## config.mk

```make
export PLATFORM = sky130hd
export DESIGN_NAME = fir_mac_sequencer_flat
export DESIGN_NICKNAME = d
export VERILOG_FILES = /design/src/rtl/fir_mac_sequencer_if.sv /design/src/rtl/fir_mac_sequencer.sv /design/src/flat_wrapper.sv
export SDC_FILE = /design/constraint.sdc
export NUM_CORES = 1
export LEC_CHECK = 0
export ABC_AREA = 1
export BUFFER_PORTS_ARGS = -buffer_cell sky130_fd_sc_hd__buf_2
export CORE_ASPECT_RATIO = 1.4
export CORE_UTILIZATION = 55
export DETAILED_ROUTE_END_ITERATION = 12
export GPL_TIMING_DRIVEN = 1
export MAX_ROUTING_LAYER = met4
export PLACE_DENSITY = 0.74
export SLEW_MARGIN = 10
export SYNTH_ARGS = -nofsm -noshare
export SYNTH_HDL_FRONTEND = slang
export SYNTH_SLANG_ARGS = --single-unit
```

## constraint.sdc

```tcl
create_clock -name clk -period 6.5 [get_ports clk]
set_input_delay 0.65 -clock clk [delete_from_list [all_inputs] [get_ports clk]]
set_output_delay 0.65 -clock clk [all_outputs]
set_load 0.01 [all_outputs]
```

## src/rtl/fir_mac_sequencer_if.sv

```systemverilog
// Handshake and configuration bundle for fir_mac_sequencer.
// master: the side that feeds samples/coefficients and consumes results.
// slave : the FIR controller itself.
interface fir_mac_sequencer_if #(
  parameter int N_TAPS  = 10,
  parameter int BW_in   = 4,
  parameter int BW_coef = 4,
  parameter int BW_out  = 8
);

  localparam int IDX_W = $clog2(N_TAPS);

  // Coefficient write port
  logic                      cfg_we;
  logic [IDX_W-1:0]          cfg_addr;
  logic signed [BW_coef-1:0] cfg_data;

  // Input sample stream
  logic                      x_valid;
  logic                      x_ready;
  logic signed [BW_in-1:0]   x_data;

  // Output sample stream
  logic                      y_valid;
  logic                      y_ready;
  logic [BW_out-1:0]         y_data;
  logic                      y_sat;

  // Status
  logic                      busy;

  modport master (
    output cfg_we, cfg_addr, cfg_data,
    output x_valid, x_data,
    input  x_ready,
    input  y_valid, y_data, y_sat,
    output y_ready,
    input  busy
  );

  modport slave (
    input  cfg_we, cfg_addr, cfg_data,
    input  x_valid, x_data,
    output x_ready,
    output y_valid, y_data, y_sat,
    input  y_ready,
    output busy
  );

endinterface

```

## src/rtl/fir_mac_sequencer.sv

```systemverilog
// Time-multiplexed FIR controller: owns the sample delay line and the
// coefficient bank and runs every tap through one shared signed MAC.
// One sample is accepted per valid/ready handshake in IDLE; after all taps
// have been accumulated the filtered result is held in DONE until taken.
// Build option: define FIR_MAC_SAT_EN to clamp the output to the signed
// BW_out range (y_sat flags a clamp); otherwise the output wraps and y_sat=0.
module fir_mac_sequencer #(
  parameter int N_TAPS  = 10,
  parameter int BW_in   = 4,
  parameter int BW_coef = 4,
  parameter int BW_out  = 8
) (
  input  logic               clk,
  input  logic               reset,
  fir_mac_sequencer_if.slave bus
);

  localparam int IDX_W = $clog2(N_TAPS);
  localparam int CNT_W = $clog2(N_TAPS + 1);
  localparam int PRD_W = BW_in + BW_coef;
  localparam int BW_acc = BW_in + BW_coef + $clog2(N_TAPS);
  localparam int unsigned NT = N_TAPS;

  localparam logic [CNT_W-1:0] CNT_LAST = CNT_W'(N_TAPS);
  localparam logic [IDX_W:0]   ADDR_LIM = (IDX_W + 1)'(N_TAPS);

`ifdef FIR_MAC_SAT_EN
  localparam logic signed [BW_acc-1:0] SAT_HI = BW_acc'((2 ** (BW_out - 1)) - 1);
  localparam logic signed [BW_acc-1:0] SAT_LO = BW_acc'(-(2 ** (BW_out - 1)));
`endif

  typedef enum logic [1:0] {
    S_IDLE = 2'd0,
    S_MAC  = 2'd1,
    S_DONE = 2'd2
  } state_t;

  state_t state, state_n;

  // Storage
  logic signed [BW_in-1:0]   x_dl [N_TAPS];
  logic signed [BW_coef-1:0] coef [N_TAPS];

  // Shared MAC datapath
  logic [CNT_W-1:0]         cnt;
  logic [IDX_W-1:0]         tap;
  logic signed [PRD_W-1:0]  prod, prod_n;
  logic signed [BW_acc-1:0] acc, acc_new;

  // Registered output
  logic [BW_out-1:0] y_data_q, y_data_n;
  logic              y_sat_q, y_sat_n;

  // Control strobes
  logic accept;
  logic cfg_commit;
  logic mac_step;
  logic mac_last;
  logic addr_ok;

  assign addr_ok = ({1'b0, bus.cfg_addr} < ADDR_LIM);

  // State register
  always_ff @(posedge clk) begin
    if (reset) begin
      state <= S_IDLE;
    end else begin
      state <= state_n;
    end
  end

  // Next-state logic and control strobes
  always_comb begin
    state_n    = state;
    accept     = 1'b0;
    cfg_commit = 1'b0;
    mac_step   = 1'b0;
    mac_last   = 1'b0;
    unique case (state)
      S_IDLE: begin
        cfg_commit = bus.cfg_we && addr_ok;
        accept     = bus.x_valid;
        if (bus.x_valid) begin
          state_n = S_MAC;
        end
      end
      S_MAC: begin
        mac_step = 1'b1;
        if (cnt == CNT_LAST) begin
          mac_last = 1'b1;
          state_n  = S_DONE;
        end
      end
      S_DONE: begin
        if (bus.y_ready) begin
          state_n = S_IDLE;
        end
      end
      default: begin
        state_n = S_IDLE;
      end
    endcase
  end

  // The product is registered before accumulation, so MAC spans N_TAPS+1
  // cycles: cnt=k forms tap k's product while tap k-1's is added; the
  // extra cnt=N_TAPS cycle only adds the final product.
  always_comb begin
    tap = cnt[IDX_W-1:0];
    if (cnt == CNT_LAST) begin
      tap = '0;
    end
    prod_n = PRD_W'(x_dl[tap]) * PRD_W'(coef[tap]);
    if (cnt == CNT_LAST) begin
      prod_n = '0;
    end
    acc_new = acc + BW_acc'(prod);
  end

  // Output formatting of the final accumulator value
  always_comb begin
    y_data_n = acc_new[BW_out-1:0];
    y_sat_n  = 1'b0;
`ifdef FIR_MAC_SAT_EN
    if (acc_new > SAT_HI) begin
      y_data_n = SAT_HI[BW_out-1:0];
      y_sat_n  = 1'b1;
    end else if (acc_new < SAT_LO) begin
      y_data_n = SAT_LO[BW_out-1:0];
      y_sat_n  = 1'b1;
    end
`endif
  end

  // Coefficient bank: writes land only in IDLE and only for valid indices
  always_ff @(posedge clk) begin
    if (reset) begin
      for (int unsigned i = 0; i < NT; i++) begin
        coef[i] <= '0;
      end
    end else if (cfg_commit) begin
      coef[bus.cfg_addr] <= bus.cfg_data;
    end
  end

  // Delay line: shifts once per accepted sample, newest at x_dl[0]
  always_ff @(posedge clk) begin
    if (reset) begin
      for (int unsigned i = 0; i < NT; i++) begin
        x_dl[i] <= '0;
      end
    end else if (accept) begin
      x_dl[0] <= bus.x_data;
      for (int unsigned i = 1; i < NT; i++) begin
        x_dl[i] <= x_dl[i-1];
      end
    end
  end

  // MAC sequencing: clear on accept, one tap per cycle while in MAC
  always_ff @(posedge clk) begin
    if (reset) begin
      cnt  <= '0;
      prod <= '0;
      acc  <= '0;
    end else if (accept) begin
      cnt  <= '0;
      prod <= '0;
      acc  <= '0;
    end else if (mac_step) begin
      acc  <= acc_new;
      prod <= prod_n;
      if (!mac_last) begin
        cnt <= cnt + 1'b1;
      end
    end
  end

  // Output register: loaded as MAC finishes, held through DONE
  always_ff @(posedge clk) begin
    if (reset) begin
      y_data_q <= '0;
      y_sat_q  <= 1'b0;
    end else if (mac_last) begin
      y_data_q <= y_data_n;
      y_sat_q  <= y_sat_n;
    end
  end

  assign bus.x_ready = (state == S_IDLE);
  assign bus.y_valid = (state == S_DONE);
  assign bus.busy    = (state != S_IDLE);
  assign bus.y_data  = y_data_q;
  assign bus.y_sat   = y_sat_q;

endmodule

```

## src/flat_wrapper.sv

```systemverilog
// flat-port wrapper written by rule: the top's interface ports become plain ports
module fir_mac_sequencer_flat 
#(
  parameter int N_TAPS  = 10,
  parameter int BW_in   = 4,
  parameter int BW_coef = 4,
  parameter int BW_out  = 8
)
  (clk, reset, bus_cfg_we, bus_cfg_addr, bus_cfg_data, bus_x_valid, bus_x_data, bus_x_ready, bus_y_valid, bus_y_data, bus_y_sat, bus_y_ready, bus_busy);
  fir_mac_sequencer_if #(.N_TAPS(N_TAPS), .BW_in(BW_in), .BW_coef(BW_coef), .BW_out(BW_out)) bus_i ();
  input  logic clk;
  input  logic reset;
  input wire logic [$bits(bus_i.cfg_we)-1:0] bus_cfg_we;
  input wire logic [$bits(bus_i.cfg_addr)-1:0] bus_cfg_addr;
  input wire logic [$bits(bus_i.cfg_data)-1:0] bus_cfg_data;
  input wire logic [$bits(bus_i.x_valid)-1:0] bus_x_valid;
  input wire logic [$bits(bus_i.x_data)-1:0] bus_x_data;
  output wire logic [$bits(bus_i.x_ready)-1:0] bus_x_ready;
  output wire logic [$bits(bus_i.y_valid)-1:0] bus_y_valid;
  output wire logic [$bits(bus_i.y_data)-1:0] bus_y_data;
  output wire logic [$bits(bus_i.y_sat)-1:0] bus_y_sat;
  input wire logic [$bits(bus_i.y_ready)-1:0] bus_y_ready;
  output wire logic [$bits(bus_i.busy)-1:0] bus_busy;
  assign bus_i.cfg_we = bus_cfg_we;
  assign bus_i.cfg_addr = bus_cfg_addr;
  assign bus_i.cfg_data = bus_cfg_data;
  assign bus_i.x_valid = bus_x_valid;
  assign bus_i.x_data = bus_x_data;
  assign bus_x_ready = bus_i.x_ready;
  assign bus_y_valid = bus_i.y_valid;
  assign bus_y_data = bus_i.y_data;
  assign bus_y_sat = bus_i.y_sat;
  assign bus_i.y_ready = bus_y_ready;
  assign bus_busy = bus_i.busy;
  fir_mac_sequencer #(.N_TAPS(N_TAPS), .BW_in(BW_in), .BW_coef(BW_coef), .BW_out(BW_out)) u_core (.clk(clk), .reset(reset), .bus(bus_i));
endmodule
```

Yosys cells after proc, flatten, opt, wreduce, memory -nomap -nowiden
Memories as Yosys holds them, arrays and structs flattened.
Cells that the tools add are included.
{ "totals": {"reg_bits": 34, "ram_bits": 80, "in_bits": 17, "out_inout_bits": 12, "word_cells": 67, "mem_count": 2} }
{ "mem_list": {"columns": ["name", "words", "width", "rd", "rd_clocked_by_memory_dff", "wr", "line_no", "text"], "rows": [
  ["u_core.coef", 10, 4, 1, 0, 10, "fir_mac_sequencer.sv:42", "logic signed [BW_coef-1:0] coef [N_TAPS];"],
  ["u_core.x_dl", 10, 4, 10, 0, 10, "fir_mac_sequencer.sv:41", "logic signed [BW_in-1:0] x_dl [N_TAPS];"]
]} }
{ "op_classes": {"n_addsub": 2, "n_mul": 1, "magnitude_cmp": 1, "n_eq_ne": 6, "muxes": 32, "bitwise": 11, "n_reduce_logical": 7} }
{ "op_table": {"columns": ["operator", "count"], "rows": [
  ["$mux W4", 13],
  ["$mux W1", 14],
  ["$add A12 B8 Y12", 1],
  ["$or A1 B1 Y1", 10],
  ["$mul A4 B4 Y8", 1],
  ["$mux W8", 1],
  ["$mux W2", 3],
  ["$pmux W2 S3", 1],
  ["$add A4 B1 Y4 const B", 1],
  ["$eq A4 B4 Y1 const B", 1],
  ["$lt A4 B4 Y1 const B", 1],
  ["$ne A2 B1 Y1 const B", 2],
  ["$reduce_or A4 Y1", 1],
  ["$reduce_and A3 Y1", 1],
  ["$eq A2 B1 Y1 const B", 1],
  ["$eq A2 B2 Y1 const B", 1],
  ["$logic_not A2 Y1", 1],
  ["$ne A2 B2 Y1 const B", 1],
  ["$reduce_and A2 Y1", 1],
  ["$reduce_bool A2 Y1", 1],
  ["$reduce_or A2 Y1", 1],
  ["$logic_and A1 B1 Y1", 1],
  ["$not A1 Y1", 1]
]} }

Longest topological paths before layout
Gate-level depths: netlist of run 1.
{ "depth": {"ltp_word": 8, "mapped_depth": 30, "ltp_nobuf": 26} }

Worst setup path before layout of run 1
No wires, ideal clock.
{ "synth_path": {"path_kind": "reg-to-reg", "from": "register u_core.cnt[0]", "to": "register u_core.prod[7]", "setup_ps": 207, "arrival_time_ps": 4986, "required_ps": 6293, "slack_ps": 1307, "path_stages_with_launch": 26, "n_path_buf": 4, "cell_sequence": "dfxtp_1 > buf_2 > buf_1 > inv_1 > ha_1 > nand3_4 > nand2_4 > buf_8 > buf_8 > o211ai_2 > o211ai_1 > a31oi_2 > nand3_1 > fa_1 > fa_1 > fa_1 > inv_1 > ha_1 > fa_1 > nand2_1 > nand2_1 > a21oi_1 > xnor2_1 > nand2_1 > nand3_1 > a21oi_1"} }
{ "synth_between": {"elab_chain_cells": 5, "elab_cells_between_ends": 6} }
{ "synth_lines": {"columns": ["item", "line_no", "text"], "rows": [
  ["start: declaration", "fir_mac_sequencer.sv:45", "logic [CNT_W-1:0] cnt;"],
  ["start signal: assignment", "fir_mac_sequencer.sv:174", "cnt <= cnt + 1'b1;"],
  ["$eq A4 B4 Y1", "fir_mac_sequencer.sv:110, fir_mac_sequencer.sv:114", null],
  ["$mux W4", "fir_mac_sequencer.sv:110", "if (cnt == CNT_LAST) begin"],
  ["$mem_v2 Z10 W4, on equally long branches", null, null],
  ["$mul A4 B4 Y8", "fir_mac_sequencer.sv:113", "prod_n = PRD_W'(x_dl[tap]) * PRD_W'(coef[tap]);"],
  ["$mux W8 *", "fir_mac_sequencer.sv:114", "if (cnt == CNT_LAST) begin"],
  ["end signal: assignment", "fir_mac_sequencer.sv:172", "prod <= prod_n;"],
  ["end: declaration", "fir_mac_sequencer.sv:47", "logic signed [PRD_W-1:0] prod, prod_n;"]
]} }
Mark *: on every way between the ends. The rest lies on a longest branch, timed or not.
A chain may end at the register's enable or synchronous reset.

Worst setup path after layout of run 1
{ "layout_path": {"from": "register u_core.cnt[2]", "to": "register u_core.prod[7]"} }
Same word-level chain as after synthesis.

==> results of run 1 <==
==> layer usage <==
metal  routed length, um  share of wire
met2                8067           0.54
met4                 465          0.031
met5                   0              0
met1                5649           0.38
met3                 740          0.050
==> tightest hold or removal path, stage by stage (launching register included) <==
cell and delay (ns):
sky130_fd_sc_hd__dfxtp_1 0.31, sky130_fd_sc_hd__nand2_1 0.06, sky130_fd_sc_hd__a21oi_1 0.05
==> cells in the mapped netlist (2+ instances only) <==
cell and number:
sky130_fd_sc_hd__nand2_1 137, sky130_fd_sc_hd__nor2_4 3, sky130_fd_sc_hd__nand2_2 2, sky130_fd_sc_hd__nand3_1 67
sky130_fd_sc_hd__buf_4 4, sky130_fd_sc_hd__edfxtp_1 104, sky130_fd_sc_hd__nor2_1 132, sky130_fd_sc_hd__dfxtp_1 30
sky130_fd_sc_hd__buf_6 3, sky130_fd_sc_hd__inv_1 103, sky130_fd_sc_hd__nor3_2 2, sky130_fd_sc_hd__buf_8 2
sky130_fd_sc_hd__fa_1 11, sky130_fd_sc_hd__clkbuf_1 12, sky130_fd_sc_hd__inv_2 5, sky130_fd_sc_hd__buf_2 7
sky130_fd_sc_hd__o221ai_1 2, sky130_fd_sc_hd__xnor2_1 7, sky130_fd_sc_hd__a21oi_1 29, sky130_fd_sc_hd__nand2_4 2
sky130_fd_sc_hd__or2_2 2, sky130_fd_sc_hd__a31oi_1 2, sky130_fd_sc_hd__xor2_1 3, sky130_fd_sc_hd__o211ai_1 12
sky130_fd_sc_hd__ha_1 20, sky130_fd_sc_hd__nor2_2 2, sky130_fd_sc_hd__a211oi_1 2, sky130_fd_sc_hd__o311ai_1 4
sky130_fd_sc_hd__o21ai_0 26, sky130_fd_sc_hd__nand4_1 2
==> logic make-up (layout without fill, tap and decap cells) <==
logic type                 Yosys count  count (layout)  synth area share
adders and majority gates           31              31           0.06854
DFF                                134             134            0.5425
AOI/OAI and AO/OA                   80              80           0.06945
other                                1              25         0.0005463
buffers and inverters              139             173           0.08676
xor gates and xnor gates            10              10           0.01276
and+or+nand+nor                    355             355            0.2195
==> where the power goes <==
| part | internal (mW) | switching [mW] | total [mW] |
|---|---|---|---|
| clock network | 0.559 | 0.365 | 0.924 |
| logic | 0.0881 | 0.176 | 0.264 |
| registers | 0.969 | 0.0197 | 0.989 |
| total | 1.62 | 0.561 | 2.18 |
==> registers in the layout, indices dropped and copies added (netlist names) <==
signal,flops
u_core.acc,8
u_core.cnt,4
u_core.x_dl,40
u_core.bus.y_data,8
u_core.state,2
u_core.prod,8
u_core.coef,64
==> final timing paths <==
path | startpoint | to
setup / recovery | u_core.cnt[2] | u_core.prod[7]
hold reg to reg | u_core.bus.y_data[2] | u_core.bus.y_data[2]
hold / removal | u_core.bus.y_data[2] | u_core.bus.y_data[2]
setup reg to reg | u_core.cnt[2] | u_core.prod[7]
==> metrics by stage <==
stage                     instance area [um2]  std cells
after floorplan                          6954        774
after global routing                     7692        955
final                                    7692        955
after CTS                                7692        955
after detailed placement                 7128        923
after global placement                   7128        923
==> area by class of cell <==
cell class,instances,area [um2]
clock buffers,18,429.2
repair buffers,31,165.2
well taps,147,183.9
fillers,984,4304
inverters,110,417.9
multi-input cells,501,2638
clock inverters,14,135.1
flip-flops and latches,134,3724
==> summary by stage, run 1 <==
Routing
Summed over all layers, the routed wires come to 14920 um. The number of search-and-repair iterations in the first detailed-routing pass is 5. The via count normalized by instance count is 5.465. The number of antenna-violating nets in the routed design is 0. The routed layout has 5219 vias.

The average wire length per cell after detail routing is 15.63 um. In this run, the number of DRC markers left after iteration 0 of detailed routing was 331. After detailed routing, the number of remaining DRC violations is 0.

Setup path
The worst setup path is of the flip-flop to flip-flop kind. The category of the worst setup path capture point is a flip-flop. The category of cells accounting for the largest share of critical-path delay is adder cells. The endpoint arrival time on the critical path is 5.95 ns. The number of cells on the worst reg-to-reg path is 24. Along the worst path, the maximum fanout reaches 58. Setup slack on the worst reg-to-reg path comes out at 0.91 ns. The critical path crosses 24 cells after its start point. The element type at the critical path start is a flip-flop. The largest single stage delay on the critical path is 0.60 ns. The cell with the largest stage delay on the worst path is sky130_fd_sc_hd__inv_1.

Together, buffers and inverters on the worst path number 5. The signal on the critical path passes through buf_4 > inv_6 > nand3_4 > nand2_4 > inv_1 > nor2_1 > o311ai_1 > nand3_1 > nand2_1 > nand2_1 > fa_1 > fa_1 > fa_1 > inv_1 > ha_1 > fa_1 > nand2_1 > nand2_1 > a21oi_1 > xnor2_1 > inv_1 > nand2_1 > nand3_1 > a21oi_1. The data required time of the worst path is 6.85 ns.

The most numerous cell type found on the critical path is sky130_fd_sc_hd__nand2_1.

Hold path
The worst hold path belongs to the class flip-flop to flip-flop. Counting instances, the worst hold path has a depth of 2.

Clocking
The clock drives 134 sinks. Clock tree synthesis selected as its root buffer the cell sky130_fd_sc_hd__clkbuf_16. The H-tree was split into 4 levels.

The maximum root-to-sink buffer count is 2. After clock tree synthesis, the clock-pin slew on the worst setup and hold paths is 0.06 ns. For the worst-skew pair, the clock arrives at the later sink with an insertion delay of 0.43 ns. Once the clock tree was built, the setup fixing pass inserted 0 buffers.

The post-cts sizing count is 0. Buffers inserted to repair hold after CTS numbered 0. TritonCTS built the clock tree. The total clock buffers created by CTS is 17.

Timing
The number of endpoints failing setup at the final stage is 0. The worst-case headroom to the max-slew limit is 0.4077. The post-route fraction of the period consumed by the critical path is 0.8602. The clock arrives with 0.006878 ns of skew. Derived from the worst setup path, the maximum achievable clock frequency is 0.1789 GHz. The number of failing hold endpoints at the final stage is 0.

The number of max-slew violations in the final report is 0. On the final layout, the worst hold slack is 0.4623 ns. The minimum setup slack in the final design is 0.9089 ns. The transition time at the pin with the least slew margin is 0.8852 ns. The post-route minimum period is 5.591 ns. Setup repair after global routing left no endpoint under its margin.

For the final routed database, the setup TNS stands at 0 ns.

Synthesis
The mean cell area of the mapped netlist is 9.152 um2. The most frequently used flop master after synthesis is sky130_fd_sc_hd__edfxtp_1. Counting distinct cell types in the post-synthesis netlist gives 41. The number of standard cells after synthesis is 750. The share of the Yosys chip area taken by registers is 0.5425.

The number of enable flip-flop cells after synthesis is 104. The Yosys step of the flow raised 0 warnings. Ranked by total cell area, the synthesized netlist is headed by sky130_fd_sc_hd__edfxtp_1 45%, sky130_fd_sc_hd__dfxtp_1 8.7%, sky130_fd_sc_hd__nand2_1 7.5%. The fraction of post-synthesis cell area in the top cell type by area is 0.4550. The register bit count reported by yosys is 134. The cell accounting for the most synthesized area is sky130_fd_sc_hd__edfxtp_1.

The post-synthesis async set-or-reset flop share is 0. In this run the cell area of the synthesized design comes to 6864 um2.

Placed design
The count of buffers added on input and output ports is 27. OpenSTA, run right after detailed placement, puts the worst setup slack at 0.9518 ns. The final RePlAce weighted congestion is 0.8902. The half-perimeter wire length of the detailed placement result is 10360 um.

Floorplan
After floorplanning, the core was sized to cover 12000 um2. The initialized floorplan defines 47 standard-cell rows. From bottom edge to top edge, the die measures 134.2 um. The overall die width is 96.42 um. 29 I/O pins were placed. The initial core utilization is 0.5722. The die covers 12940 um2.

Power
The total chip power is 2.177 mW. VDD sags by at most 0.1685 mV. The analysis attributes to cell leakage a power of 3.365 nW. In this run the power density over the cells is 283.0 nW/um2.

Global routing
The first-pass GRT wire length is 24610 um. In the global route stage, overall resource usage came out at 0.2643. The initial antenna violation count is 0. The met3 routing resource usage after global routing is 0.05952. Entering global routing, the biggest net connects 59 pins. met2 is the most crowded layer. The met1 capacity usage during global routing is 0.2827. The number of global-route vias before repair came to 5206. The routing usage on met2 is 0.4567.

The overall overflow remaining after global route is 0.

Final layout
The share of cells above drive strength 1 is 0.1015. In the layout the commonest cells are 136 x sky130_fd_sc_hd__nand2_1, 132 x sky130_fd_sc_hd__nor2_1, 104 x sky130_fd_sc_hd__edfxtp_1, 103 x sky130_fd_sc_hd__inv_1, 67 x sky130_fd_sc_hd__nand3_1. Compared with the post-synthesis result, the final layout area differs by 12.07%. The number of nets in the finished design is 843. The final antenna diode count is 0. The most common cell after layout, fill and taps aside is sky130_fd_sc_hd__nand2_1. Measured on the finished design, the core utilization comes to 0.6412.

Job
Max-cap violations in this run came to 0.

Status
The run finished with clean final reports.
Power figures use the tool's default switching activity.
==> run 2: changes to the inputs <==
clock period = 5.92 ns   (was 6.5 ns; I/O delays follow)
==> run 2 against run 1 <==
- first-iteration DRC count decreased by 14%
- count of clock-buffer cells in the layout decreased by 1
- highest routed layer unchanged
- non-clock buffer count increased by 2
==> summary by stage, run 2 (synthesis gave the netlist of run 1 again) <==
Timing
The post-route minimum period was 5.256 ns (-0.3352 ns). The transition time at the pin with the least slew margin is 0.8452 ns (-0.03996 ns). The number of failing hold endpoints at the final stage came to 0 (unchanged).

The worst-case clock skew is 0.009357 ns (+0.002480 ns). The number of max-slew violations in the final report is 0 (unchanged). Setup repair after global routing left no endpoint under its margin.

The final setup TNS is 0 ns (unchanged). The number of endpoints failing setup at the final stage came to 0 (unchanged). The post-route fraction of the period consumed by the critical path is 0.8878 (+0.02764). The worst hold slack after final layout is 0.4426 ns (-0.01978 ns). The maximum clock frequency was 0.1903 GHz (+6.4%). The worst-case headroom to the max-slew limit is 0.4322 (+0.02449).

Power
The clock power share is 0.438 (+0.013). The internal power contribution is 1.826 mW (+13%). The leakage power is 3.397 nW (+0.96%).

The ratio of total power to cell area is 316.2 nW/um2 (+12%). The logic gate share of total power was 0.118 (-0.003). The sequential power share is 0.444 (-0.010). The switching power share of the total is 0.2543 (-0.003295). The peak supply drop was 0.1828 mV (+8.5%). The switching power is 622.6 uW (+11%).

Routing
The final routed wirelength across all metal layers is 14320 um (-4.1%). The number of antenna-violating nets in the routed design is 0 (unchanged). The via count was 5110 (-2.1%). The DRC violation count after routing is 0 (unchanged). The initial detailed-routing violation count is 285 (-14%). The via count normalized by instance count was 5.340 (-2.3%). The average wire length per cell after detail routing was 14.96 um (-4.3%). The number of search-and-repair iterations in the first detailed-routing pass came to 5 (unchanged).

Setup path
The kind of cell with the highest combined delay along the critical path is adder cells. The depth of the worst register-to-register path is 25 (+4.2%). The worst setup path is launched from a flip-flop. The depth of the critical timing path with buffers and inverters included is 25 (+4.2%).

The worst path buffer plus inverter count came to 5 (unchanged). The largest individual stage delay along the critical path comes from the cell sky130_fd_sc_hd__fa_1. In this run the critical register-to-register path is captured at u_core.prod[7].

STA classifies the critical path endpoint as a flip-flop. The capture point of the critical path is u_core.prod[7]. The cell occurring most often along the worst timing path is sky130_fd_sc_hd__nand2_1. The highest fanout seen on the critical path is 30 (-48%). The critical path's largest stage delay is 0.55 ns (-0.05 ns). The most critical setup path has its startpoint at u_core.cnt[0]. The endpoint arrival time on the critical path came to 5.60 ns (-0.35 ns).

The launching point of the worst reg2reg path is u_core.cnt[0]. The data required time of the worst path is 6.26 ns (-0.59 ns). The setup path with the least slack is of type flip-flop to flip-flop. The flop-to-flop setup slack came to 0.66 ns (-0.24 ns).

Placed design
The half-perimeter wire length of the detailed placement result came to 10160 um (-2.0%). The number of I/O port buffers is 27 (unchanged). The final RePlAce weighted congestion was 0.8872 (-0.34%).

Status
The run finished with clean final reports.

Hold path
The path type of the worst min-delay path is input pin to flip-flop.

Clocking
The post-CTS repair timing setup buffer count is 0 (unchanged). The quantity of hold-fixing buffers added after cts is 0 (unchanged). TritonCTS built the clock tree. The insertion delay of the later-clocked pin in the worst-skew pair was 0.42 ns (about the same). The total clock buffers created by CTS is 17 (unchanged). The maximum level of the CTS H-tree is 4 (unchanged). CTS placed an instance of sky130_fd_sc_hd__clkbuf_16 at the clock tree root. The maximum root-to-sink buffer count is 2 (unchanged). The post-cts sizing count is 0 (unchanged). The TritonCTS sink count is 134 (unchanged). The post-CTS clock slew at the launch and capture registers of the worst setup and hold paths is 0.06 ns (about the same).

Final layout
The share of cells above drive strength 1 came to 0.1049 (+0.003453). The top cell types in the final layout, fill and taps aside, are 136 x sky130_fd_sc_hd__nand2_1, 132 x sky130_fd_sc_hd__nor2_1, 104 x sky130_fd_sc_hd__edfxtp_1, 103 x sky130_fd_sc_hd__inv_1, 67 x sky130_fd_sc_hd__nand3_1. The growth of design area from synthesis to finish is 12.81%.

The layout filler cell count is 964 (-2.0%). The largest registers in the layout are u_core.coef (64), u_core.x_dl (40). The register with the highest flop count is u_core.coef. The final antenna diode count is 0 (unchanged). The number of flip-flops under the largest register name is 64 (unchanged). The number of nets in the finished design was 845 (+0.24%). The most common cell after layout, fill and taps aside is sky130_fd_sc_hd__nand2_1.

Global routing
The number of global-route vias before repair is 5112 (-1.8%). The pin count of the biggest net entering global routing is 41 (-31%). The overall overflow remaining after global route is 0 (unchanged). The first-pass GRT wire length was 23560 um (-4.2%). The initial antenna violation count is 0 (unchanged). The overall track demand over capacity in global routing is 0.2510 (-0.01331).

Job
The max capacitance violation total came to 0 (unchanged).

Floorplan
The overall die width is 96.42 um (unchanged). The total die area is 12940 um2 (unchanged). The die outline height is 134.2 um (unchanged). The top-level port count is 29 (unchanged). The initial core utilization is 0.5722 (unchanged). The standard-cell row count is 47 (unchanged). The placeable core region came to 12000 um2 (unchanged).
run 2: worst min path at each step:
| stage | start | end | slack, ns | depth (start not counted) |
|---|---|---|---|---|
| 2_1_floorplan | u_core.prod[2] | u_core.prod[2] | 0.45 | 2 |
| 3_3_place_gp | u_core.bus.y_data[2] | u_core.bus.y_data[2] | 0.45 | 2 |
| 3_5_place_dp | u_core.bus.y_data[2] | u_core.bus.y_data[2] | 0.46 | 2 |
| 4_1_cts | bus_y_ready | u_core.state[1] | 0.43 | 4 |
| 5_1_grt | bus_y_ready | u_core.state[1] | 0.45 | 4 |
| 6_report | bus_y_ready | u_core.state[1] | 0.44 | 4 |
run 2: layout make-up:
type	instances	area (um2)	share of cell area
sequential	134	3724	0.4809
timing repair buffer	33	180.2	0.02327
tap	147	183.9	0.02375
clock buffer	17	425.4	0.05494
clock inverter	15	175.2	0.02262
multi-input combinational	501	2638	0.3406
inverter	110	417.9	0.05397
run 2: stage by stage:
step / std cells / power (mW) / setup slack, ns / cell area [um2] / util
2_1_floorplan: 774 / 1.318 / 0.7273 / 6954 / -
3_3_place_gp: 925 / 1.376 / 0.9024 / 7143 / 0.5954
3_5_place_dp: 925 / 1.388 / 0.7113 / 7143 / 0.5954
4_1_cts: 957 / 2.456 / 0.6913 / 7744 / 0.6455
5_1_grt: 957 / 2.540 / 0.2022 / 7744 / 0.6455
6_report: 957 / 2.449 / 0.6642 / 7744 / 0.6455
run 2: worst min-delay path, stage by stage:
cell	delay, ns
sky130_fd_sc_hd__buf_2	0.08
sky130_fd_sc_hd__inv_1	0.03
sky130_fd_sc_hd__nand2_1	0.05
sky130_fd_sc_hd__a21oi_1	0.06
run 2: per-layer routing:
layer / wire, um / part of all wire / up-vias / track usage
li1: - / - / 2515 / -
met1: 5728 / 0.40 / 2381 / 0.2757
met2: 7357 / 0.51 / 165 / 0.4196
met3: 535 / 0.037 / 49 / 0.04592
met4: 692 / 0.048 / 0 / 0.1438
met5: 0 / 0 / - / -
run 2: power groups by stage:
stage / Sequential (mW) / Clock [mW] / Combinational, mW
after floorplan: 1.10 / 0 / 0.221
after global placement: 1.11 / 0 / 0.270
after detailed placement: 1.11 / 0 / 0.282
after CTS: 1.09 / 1.08 / 0.289
after global routing: 1.09 / 1.12 / 0.329
final: 1.09 / 1.07 / 0.288
